`src/rtl/riscv32i.sv`:
```
// riscv32i: multi-cycle RV32I core driving external instruction/data BRAM ports.
// Build with STOP_ON_EBREAK_EN defined to make EBREAK end the program.
module riscv32i #(
  parameter int N_param = 32
) (
  input  logic               clk,
  input  logic               reset_n,
  input  logic [N_param-1:0] GPIO0_R0_CH1,
  input  logic [N_param-1:0] GPIO0_R0_CH2,
  input  logic [N_param-1:0] GPIO0_R1_CH1,
  input  logic [N_param-1:0] GPIO0_R1_CH2,
  output logic               STOP_sim,
  output logic               data_mem_clkb,
  output logic               data_mem_enb,
  output logic               data_mem_rstb,
  output logic [3:0]         data_mem_web,
  output logic [N_param-1:0] data_mem_addrb,
  output logic [N_param-1:0] data_mem_dinb,
  input  logic [N_param-1:0] data_mem_doutb,
  input  logic               data_mem_rstb_busy,
  output logic               ins_mem_clkb,
  output logic               ins_mem_enb,
  output logic               ins_mem_rstb,
  output logic [3:0]         ins_mem_web,
  output logic [N_param-1:0] ins_mem_addrb,
  output logic [N_param-1:0] ins_mem_dinb,
  input  logic [N_param-1:0] ins_mem_doutb,
  input  logic               ins_mem_rstb_busy
);

  typedef logic [N_param-1:0] word_t;

  typedef enum logic [2:0] {
    IDLE, FETCH, FWAIT, EXEC, MEM, MWAIT, WB
  } state_t;

  state_t state, state_n;

  word_t pc, instr, offset, code;
  word_t alu_q, npc_q, ea_q;
  word_t rf [0:31];
  logic  stop;

  logic run, load;
  assign run  = GPIO0_R0_CH1[0];
  assign load = GPIO0_R0_CH1[1];

  logic unused_ok;
  assign unused_ok = ^{GPIO0_R0_CH1[N_param-1:2],
                       data_mem_rstb_busy, ins_mem_rstb_busy};

  assign data_mem_clkb = clk;
  assign ins_mem_clkb  = clk;
  assign data_mem_rstb = 1'b0;
  assign ins_mem_rstb  = 1'b0;
  assign ins_mem_web   = 4'h0;
  assign ins_mem_dinb  = '0;
  assign STOP_sim      = stop;

  logic [6:0] opc;
  logic [4:0] rd, rs1, rs2;
  logic [2:0] f3;
  assign opc = instr[6:0];
  assign rd  = instr[11:7];
  assign f3  = instr[14:12];
  assign rs1 = instr[19:15];
  assign rs2 = instr[24:20];

  logic is_lui, is_auipc, is_jal, is_jalr, is_br;
  logic is_ld, is_st, is_opi, is_op, is_mem, rd_we;
  assign is_lui   = opc == 7'h37;
  assign is_auipc = opc == 7'h17;
  assign is_jal   = opc == 7'h6F;
  assign is_jalr  = opc == 7'h67;
  assign is_br    = opc == 7'h63;
  assign is_ld    = opc == 7'h03;
  assign is_st    = opc == 7'h23;
  assign is_opi   = opc == 7'h13;
  assign is_op    = opc == 7'h33;
  assign is_mem   = is_ld | is_st;
  assign rd_we    = is_lui | is_auipc | is_jal | is_jalr
                  | is_ld | is_opi | is_op;

  word_t i_imm, s_imm, b_imm, u_imm, j_imm;
  assign i_imm = {{20{instr[31]}}, instr[31:20]};
  assign s_imm = {{20{instr[31]}}, instr[31:25], instr[11:7]};
  assign b_imm = {{19{instr[31]}}, instr[31], instr[7],
                  instr[30:25], instr[11:8], 1'b0};
  assign u_imm = {instr[31:12], 12'h000};
  assign j_imm = {{11{instr[31]}}, instr[31], instr[19:12],
                  instr[20], instr[30:21], 1'b0};

  word_t rs1v, rs2v;
  assign rs1v = rf[rs1];
  assign rs2v = rf[rs2];

  function automatic word_t alu(input word_t a, input word_t b,
                                input logic [2:0] f, input logic alt);
    case (f)
      3'd0:    alu = alt ? a - b : a + b;
      3'd1:    alu = a << b[4:0];
      3'd2:    alu = {31'b0, $signed(a) < $signed(b)};
      3'd3:    alu = {31'b0, a < b};
      3'd4:    alu = a ^ b;
      3'd5:    alu = alt ? word_t'($signed(a) >>> b[4:0])
                         : a >> b[4:0];
      3'd6:    alu = a | b;
      default: alu = a & b;
    endcase
  endfunction

  logic take;
  always_comb begin
    take = 1'b0;
    case (f3)
      3'd0:    take = rs1v == rs2v;
      3'd1:    take = rs1v != rs2v;
      3'd4:    take = $signed(rs1v) < $signed(rs2v);
      3'd5:    take = $signed(rs1v) >= $signed(rs2v);
      3'd6:    take = rs1v < rs2v;
      3'd7:    take = rs1v >= rs2v;
      default: take = 1'b0;
    endcase
  end

  word_t result, npc, ea;
  always_comb begin
    result = '0;
    npc    = pc + 32'd4;
    unique case (1'b1)
      is_lui:   result = u_imm;
      is_auipc: result = pc + u_imm;
      is_jal: begin
        result = pc + 32'd4;
        npc    = pc + j_imm;
      end
      is_jalr: begin
        result = pc + 32'd4;
        npc    = (rs1v + i_imm) & ~32'd1;
      end
      is_br:  if (take) npc = pc + b_imm;
      // SRAI shares imm[30] with ordinary immediates, so gate it by funct3
      is_opi: result = alu(rs1v, i_imm, f3,
                           instr[30] & (f3 == 3'd5));
      is_op:  result = alu(rs1v, rs2v, f3, instr[30]);
      default: result = '0;
    endcase
    ea = rs1v + (is_st ? s_imm : i_imm) - offset;
  end

  word_t lane, ld_val;
  assign lane = data_mem_doutb >> {ea_q[1:0], 3'b000};
  always_comb begin
    case (f3)
      3'd0:    ld_val = {{24{lane[7]}}, lane[7:0]};
      3'd1:    ld_val = {{16{lane[15]}}, lane[15:0]};
      3'd4:    ld_val = {24'h0, lane[7:0]};
      3'd5:    ld_val = {16'h0, lane[15:0]};
      default: ld_val = data_mem_doutb;
    endcase
  end

  logic [3:0] st_mask;
  word_t      st_data;
  always_comb begin
    case (f3[1:0])
      2'd0: begin
        st_mask = 4'b0001 << ea_q[1:0];
        st_data = {4{rs2v[7:0]}};
      end
      2'd1: begin
        st_mask = 4'b0011 << ea_q[1:0];
        st_data = {2{rs2v[15:0]}};
      end
      default: begin
        st_mask = 4'hF;
        st_data = rs2v;
      end
    endcase
  end

  logic sw_hit, ebreak_hit;
  assign sw_hit = (state == MEM) && is_st
               && (f3 == 3'd2) && (rs2v == code);
`ifdef STOP_ON_EBREAK_EN
  assign ebreak_hit = (state == EXEC) && (instr == 32'h0010_0073);
`else
  assign ebreak_hit = 1'b0;
`endif

  always_ff @(posedge clk or negedge reset_n) begin
    if (!reset_n) state <= IDLE;
    else          state <= state_n;
  end

  always_comb begin
    state_n        = state;
    ins_mem_enb    = 1'b0;
    ins_mem_addrb  = '0;
    data_mem_enb   = 1'b0;
    data_mem_web   = 4'h0;
    data_mem_addrb = '0;
    data_mem_dinb  = '0;
    case (state)
      IDLE:  if (run && !load && !stop) state_n = FETCH;
      FETCH: begin
        ins_mem_enb   = 1'b1;
        ins_mem_addrb = pc;
        state_n       = FWAIT;
      end
      FWAIT: state_n = EXEC;
      EXEC:  state_n = is_mem ? MEM : WB;
      MEM: begin
        data_mem_enb   = 1'b1;
        data_mem_addrb = ea_q;
        if (is_st) begin
          data_mem_web  = st_mask;
          data_mem_dinb = st_data;
        end
        state_n = MWAIT;
      end
      MWAIT: state_n = WB;
      WB:    state_n = (!run || stop) ? IDLE : FETCH;
      default: state_n = IDLE;
    endcase
  end

  always_ff @(posedge clk or negedge reset_n) begin
    if (!reset_n) begin
      pc     <= '0;
      instr  <= '0;
      offset <= '0;
      code   <= '0;
      alu_q  <= '0;
      npc_q  <= '0;
      ea_q   <= '0;
    end else begin
      case (state)
        IDLE: if (load) begin
          pc     <= GPIO0_R1_CH1;
          offset <= GPIO0_R0_CH2;
          code   <= GPIO0_R1_CH2;
        end
        FWAIT: instr <= ins_mem_doutb;
        EXEC: begin
          alu_q <= result;
          npc_q <= npc;
          ea_q  <= ea;
        end
        MWAIT: if (is_ld) alu_q <= ld_val;
        WB:    pc <= npc_q;
        default: ;
      endcase
    end
  end

  always_ff @(posedge clk or negedge reset_n) begin
    if (!reset_n) begin
      for (int i = 0; i < 32; i++) rf[i] <= '0;
    end else if (state == WB && rd_we && rd != 5'd0) begin
      rf[rd] <= alu_q;
    end
  end

  always_ff @(posedge clk or negedge reset_n) begin
    if (!reset_n)                 stop <= 1'b0;
    else if (sw_hit || ebreak_hit) stop <= 1'b1;
  end

endmodule

```
`config.mk`:
```
export PLATFORM = sky130hd
export DESIGN_NAME = riscv32i
export DESIGN_NICKNAME = d
export VERILOG_FILES = /design/src/rtl/riscv32i.sv
export SDC_FILE = /design/constraint.sdc
export NUM_CORES = 2
export LEC_CHECK = 0
export ABC_CLOCK_PERIOD_IN_PS = 7350
export BUFFER_PORTS_ARGS = -buffer_cell sky130_fd_sc_hd__buf_2
export CAP_MARGIN = 40
export CORE_MARGIN = 3
export CORE_UTILIZATION = 45
export DETAILED_ROUTE_END_ITERATION = 7
export HOLD_SLACK_MARGIN = 0.02
export PLACE_DENSITY = 0.67
export REMOVE_ABC_BUFFERS = 1
export SETUP_SLACK_MARGIN = 0.1
export SKIP_LAST_GASP = 1
export SLEW_MARGIN = 20
export SYNTH_ARGS = -nofsm -noshare
export SYNTH_HDL_FRONTEND = slang
export SYNTH_SLANG_ARGS = --single-unit
```
`constraint.sdc`:
```
create_clock -name clk -period 7.35 [get_ports clk]
set_input_delay 1.47 -clock clk [delete_from_list [all_inputs] [get_ports clk]]
set_output_delay 1.47 -clock clk [all_outputs]
set_load 0.1 [all_outputs]
```
==> results.md <==
- Endpoints failing hold: 0
- Area Overhead vs Synth: 12.89%
- DR iter-0 viols: approximately 12k
- GRT Overall Usage: between 40% and 50%
- Count of standard-cell rows: 163
- Die area: between 200,000 and 250,000 sq um
- Initial Util: between 40% and 50%
- Clk_skew: approximately 0.087 ns
- HPWL after DPL: slightly above 300 mm
- Pin count of the biggest net entering global routing: about 180
- Achievable clock frequency: around 140 MHz
- Crit-path max FO: 42
- Top cells by area, synth: dfrtp_1 35%, mux2_2 14%, mux4_2 9.1%
- XOR/XNOR Fraction of Synth Area: under 10%
- Die height: ~450 microns
- Min Tclk post-route: 7.190 ns
- Post-DRT Antenna Nets: 0
- Max_cap viols: 0
- CP peak stage delay: about 0.80 ns
- Crit path kind: reg -> reg
- Largest family of logic cells by synthesized area: multiplexers
- Seq cells post-synth: about 1.3k
- Reg clk slew, reported paths: ~0.07 ns
- Worst-case vdd ir drop: 0.0004413 V
- Critical path, cell by cell: nor2b_4, buf_4, a22oi_1, nand3_1, nand3_1, inv_1, ha_1, buf_4, or3_1, o22ai_1, o31a_1, o31ai_1, a2111oi_1, buf_4, nor4_1, o41ai_1, buf_4, a31oi_1, xnor2_1, buf_4, a311oi_1, a31oi_1
- Layout cell share with drive strength beyond 1: ~30%
- Endpoint class of the critical path: flop
- Synth Area in Compound Gates: roughly an eighth
- Final instance area: a little over 100,000 sq um
- Hold WS: 0.3985 ns
- Synth area leader: dfrtp_1
- Simple-gate area share of the yosys netlist: 8.557%
- Worst slew margin: 18.94%
- Vias per cell: ~7.0
- CP startpoint kind: flop
- Worst EP required: 8.13 ns
- Die Span X: between 400 and 500 microns
- Post-synth EDFFs: 0
- Fraction of registers with async set/reset: between 90% and 100%
- Register area share after synthesis: around a third
- Leak Pwr: 46.57 nW
- DRC Markers: 0
- RSZ-0062 raised after global routing: false
- Most common cell in the netlist: dfrtp_1
- PortBufs: between 200 and 300
- Vias: roughly 80k
- Worst Hold Class: reg -> reg
- Netlist cell types: 98
- GP Congestion: approximately 1.1
- Vias in the first global route: 77.05k
- PD cells: roughly 540 nW/um^2
- DR WL/cell: 37.78 microns
- Core area: about 200,000 sq um
- Post-synth top area share: a little over a third
- Dominant synthesized flop cell: dfrtp_1
- Final nets: just over 9k
- Fin. max-slew vios: 0
- CTS tree: yes
- Most frequent CP cell: buf_4
- Outcome: complete, no violations
- Setup slack, reg-to-reg: between 0.15 and 0.2 ns
- Average size of a mapped cell: roughly 11 sq um
- Grt total ovfl: 0
- Slowest stage cell, crit path: dfrtp_4
- Synth cell count leaders: 1,252 x dfrtp_1, 1,120 x mux2_2, 723 x mux2i_1
- Critical Path AT: roughly 8 ns
- Worst-Skew Late Latency: 0.97 ns
- Final WL: between 400 and 500 mm
- Initial antenna violation count: 33
- Yosys warning total: 0
- Total power draw: approximately 54 mW
- Post-route clock period utilization: between 90% and 100%
- Cells after Synth: around 8.5k
- Synth Cell Area: approximately 90,000 sq um
- Endpoints failing setup: 0
- Synth Area in Adders: ~5.2%
- Drt first pass iters: 8
- Measured slew at the worst slew-check pin: 1.216 ns
- First-pass GRT wire length: around 600 mm
- Io pins: 339
- Placed Area: between 90,000 and 100,000 sq um
- Mux cell area share after synthesis: a little under a third
through the flow:
stage / util (%) / instances / setup TNS [ns] / worst slack [ns]
final: 51.31 / 11460 / 0 / 0.1599
after floorplan: - / 7745 / -1540.97 / -14.67
after CTS: 51.06 / 11410 / 0 / 0.1065
after detailed placement: 48.49 / 11140 / 0 / 0.1236
after global placement: 47.94 / 11080 / 0 / 0.1892
after global routing: 51.28 / 11440 / 0 / 0.1066
repair_timing:
item	CTS	global route
resized for setup	0	10
endpoints found under the setup margin	0	12
buffers inserted	0	17
hold buffers	0	0
sequential cells by signal, summed over array words and instances (netlist names):
register	cells
pc	32
STOP_sim	1
alu_q	32
state	3
offset	32
rf	1024
ea_q	32
instr	32
npc_q	32
code	32
kinds of logic after synthesis:
logic type	after synthesis
mux	2209
compound gates	1816
simple gates	1658
flops	1252
buf+inv	1035
fa+ha+maj	350
xor+xnor	195
other cells	1
power breakdown:
group / internal, mW / switching, mW / total, mW
Clock: 4.49 / 3.35 / 7.84
Combinational: 12.0 / 25.3 / 37.3
Sequential: 7.69 / 1.53 / 9.22
Total: 24.2 / 30.1 / 54.4
final timing paths:
kind,start,end,depth (start not counted)
setup / recovery,instr[19]$_DFFE_PN0P_,alu_q[27]$_DFFE_PN0P_,22
hold / removal,rf[1001]$_DFFE_PN0P_,rf[1001]$_DFFE_PN0P_,0
setup reg to reg,instr[19]$_DFFE_PN0P_,alu_q[27]$_DFFE_PN0P_,22
hold reg to reg,rf[1001]$_DFFE_PN0P_,rf[1001]$_DFFE_PN0P_,0
max in group asynchronous,reset_n,rf[777]$_DFFE_PN0P_,2
min in group asynchronous,reset_n,offset[2]$_DFFE_PN0P_,1
area by class of cell:
type | instances | area [sq um]
clock buffers | 209 | 4228
multi-input cells | 6266 | 54550
inverters | 227 | 863.3
flip-flops and latches | 1252 | 31370
clock inverters | 58 | 875.8
well taps | 2640 | 3303
repair buffers | 785 | 6360
fillers | 17380 | 96430
diodes | 19 | 47.55
metal layers:
metal  global-route usage (%)  routed length, microns  up-vias
met5                   0.5364                     276        -
met2                    57.99                  177900     5990
met3                    13.00                   52770     1657
met1                    51.65                  160400    40410
li1                         -                       -    32030
met4                    31.80                   41360       20
critical path, delay by kind of cell, from the launching register on:
kind / cells / cell delay [ns]
buffers and inverters: 6 / 2.20
XOR/XNOR: 1 / 0.18
adder cells (fa/ha/maj): 1 / 0.39
AO/OA/AOI/OAI: 9 / 2.32
AND/OR/NAND/NOR: 5 / 0.96
flip-flops: 1 / 0.80
layout by cell type, fill, tap and decap left out, types with 83 or more instances in the layout:
cell type / synthesis / layout
dfrtp_1: 1252 / 1235
nand2_1: 431 / 425
a21oi_1: 457 / 456
buf_4: 78 / 421
xnor2_1: 112 / 112
clkbuf_16: 0 / 152
nor3_1: 96 / 92
nand3_1: 164 / 160
inv_1: 218 / 210
ha_1: 312 / 312
a211oi_1: 86 / 86
o21ai_0: 342 / 340
mux2i_1: 723 / 722
xor2_1: 83 / 83
a22oi_1: 162 / 162
buf_2: 121 / 274
mux2_2: 1120 / 1120
mux4_2: 364 / 364
o22ai_1: 145 / 145
nor2_1: 575 / 543
No activity file was read; power rests on OpenSTA's default activity.
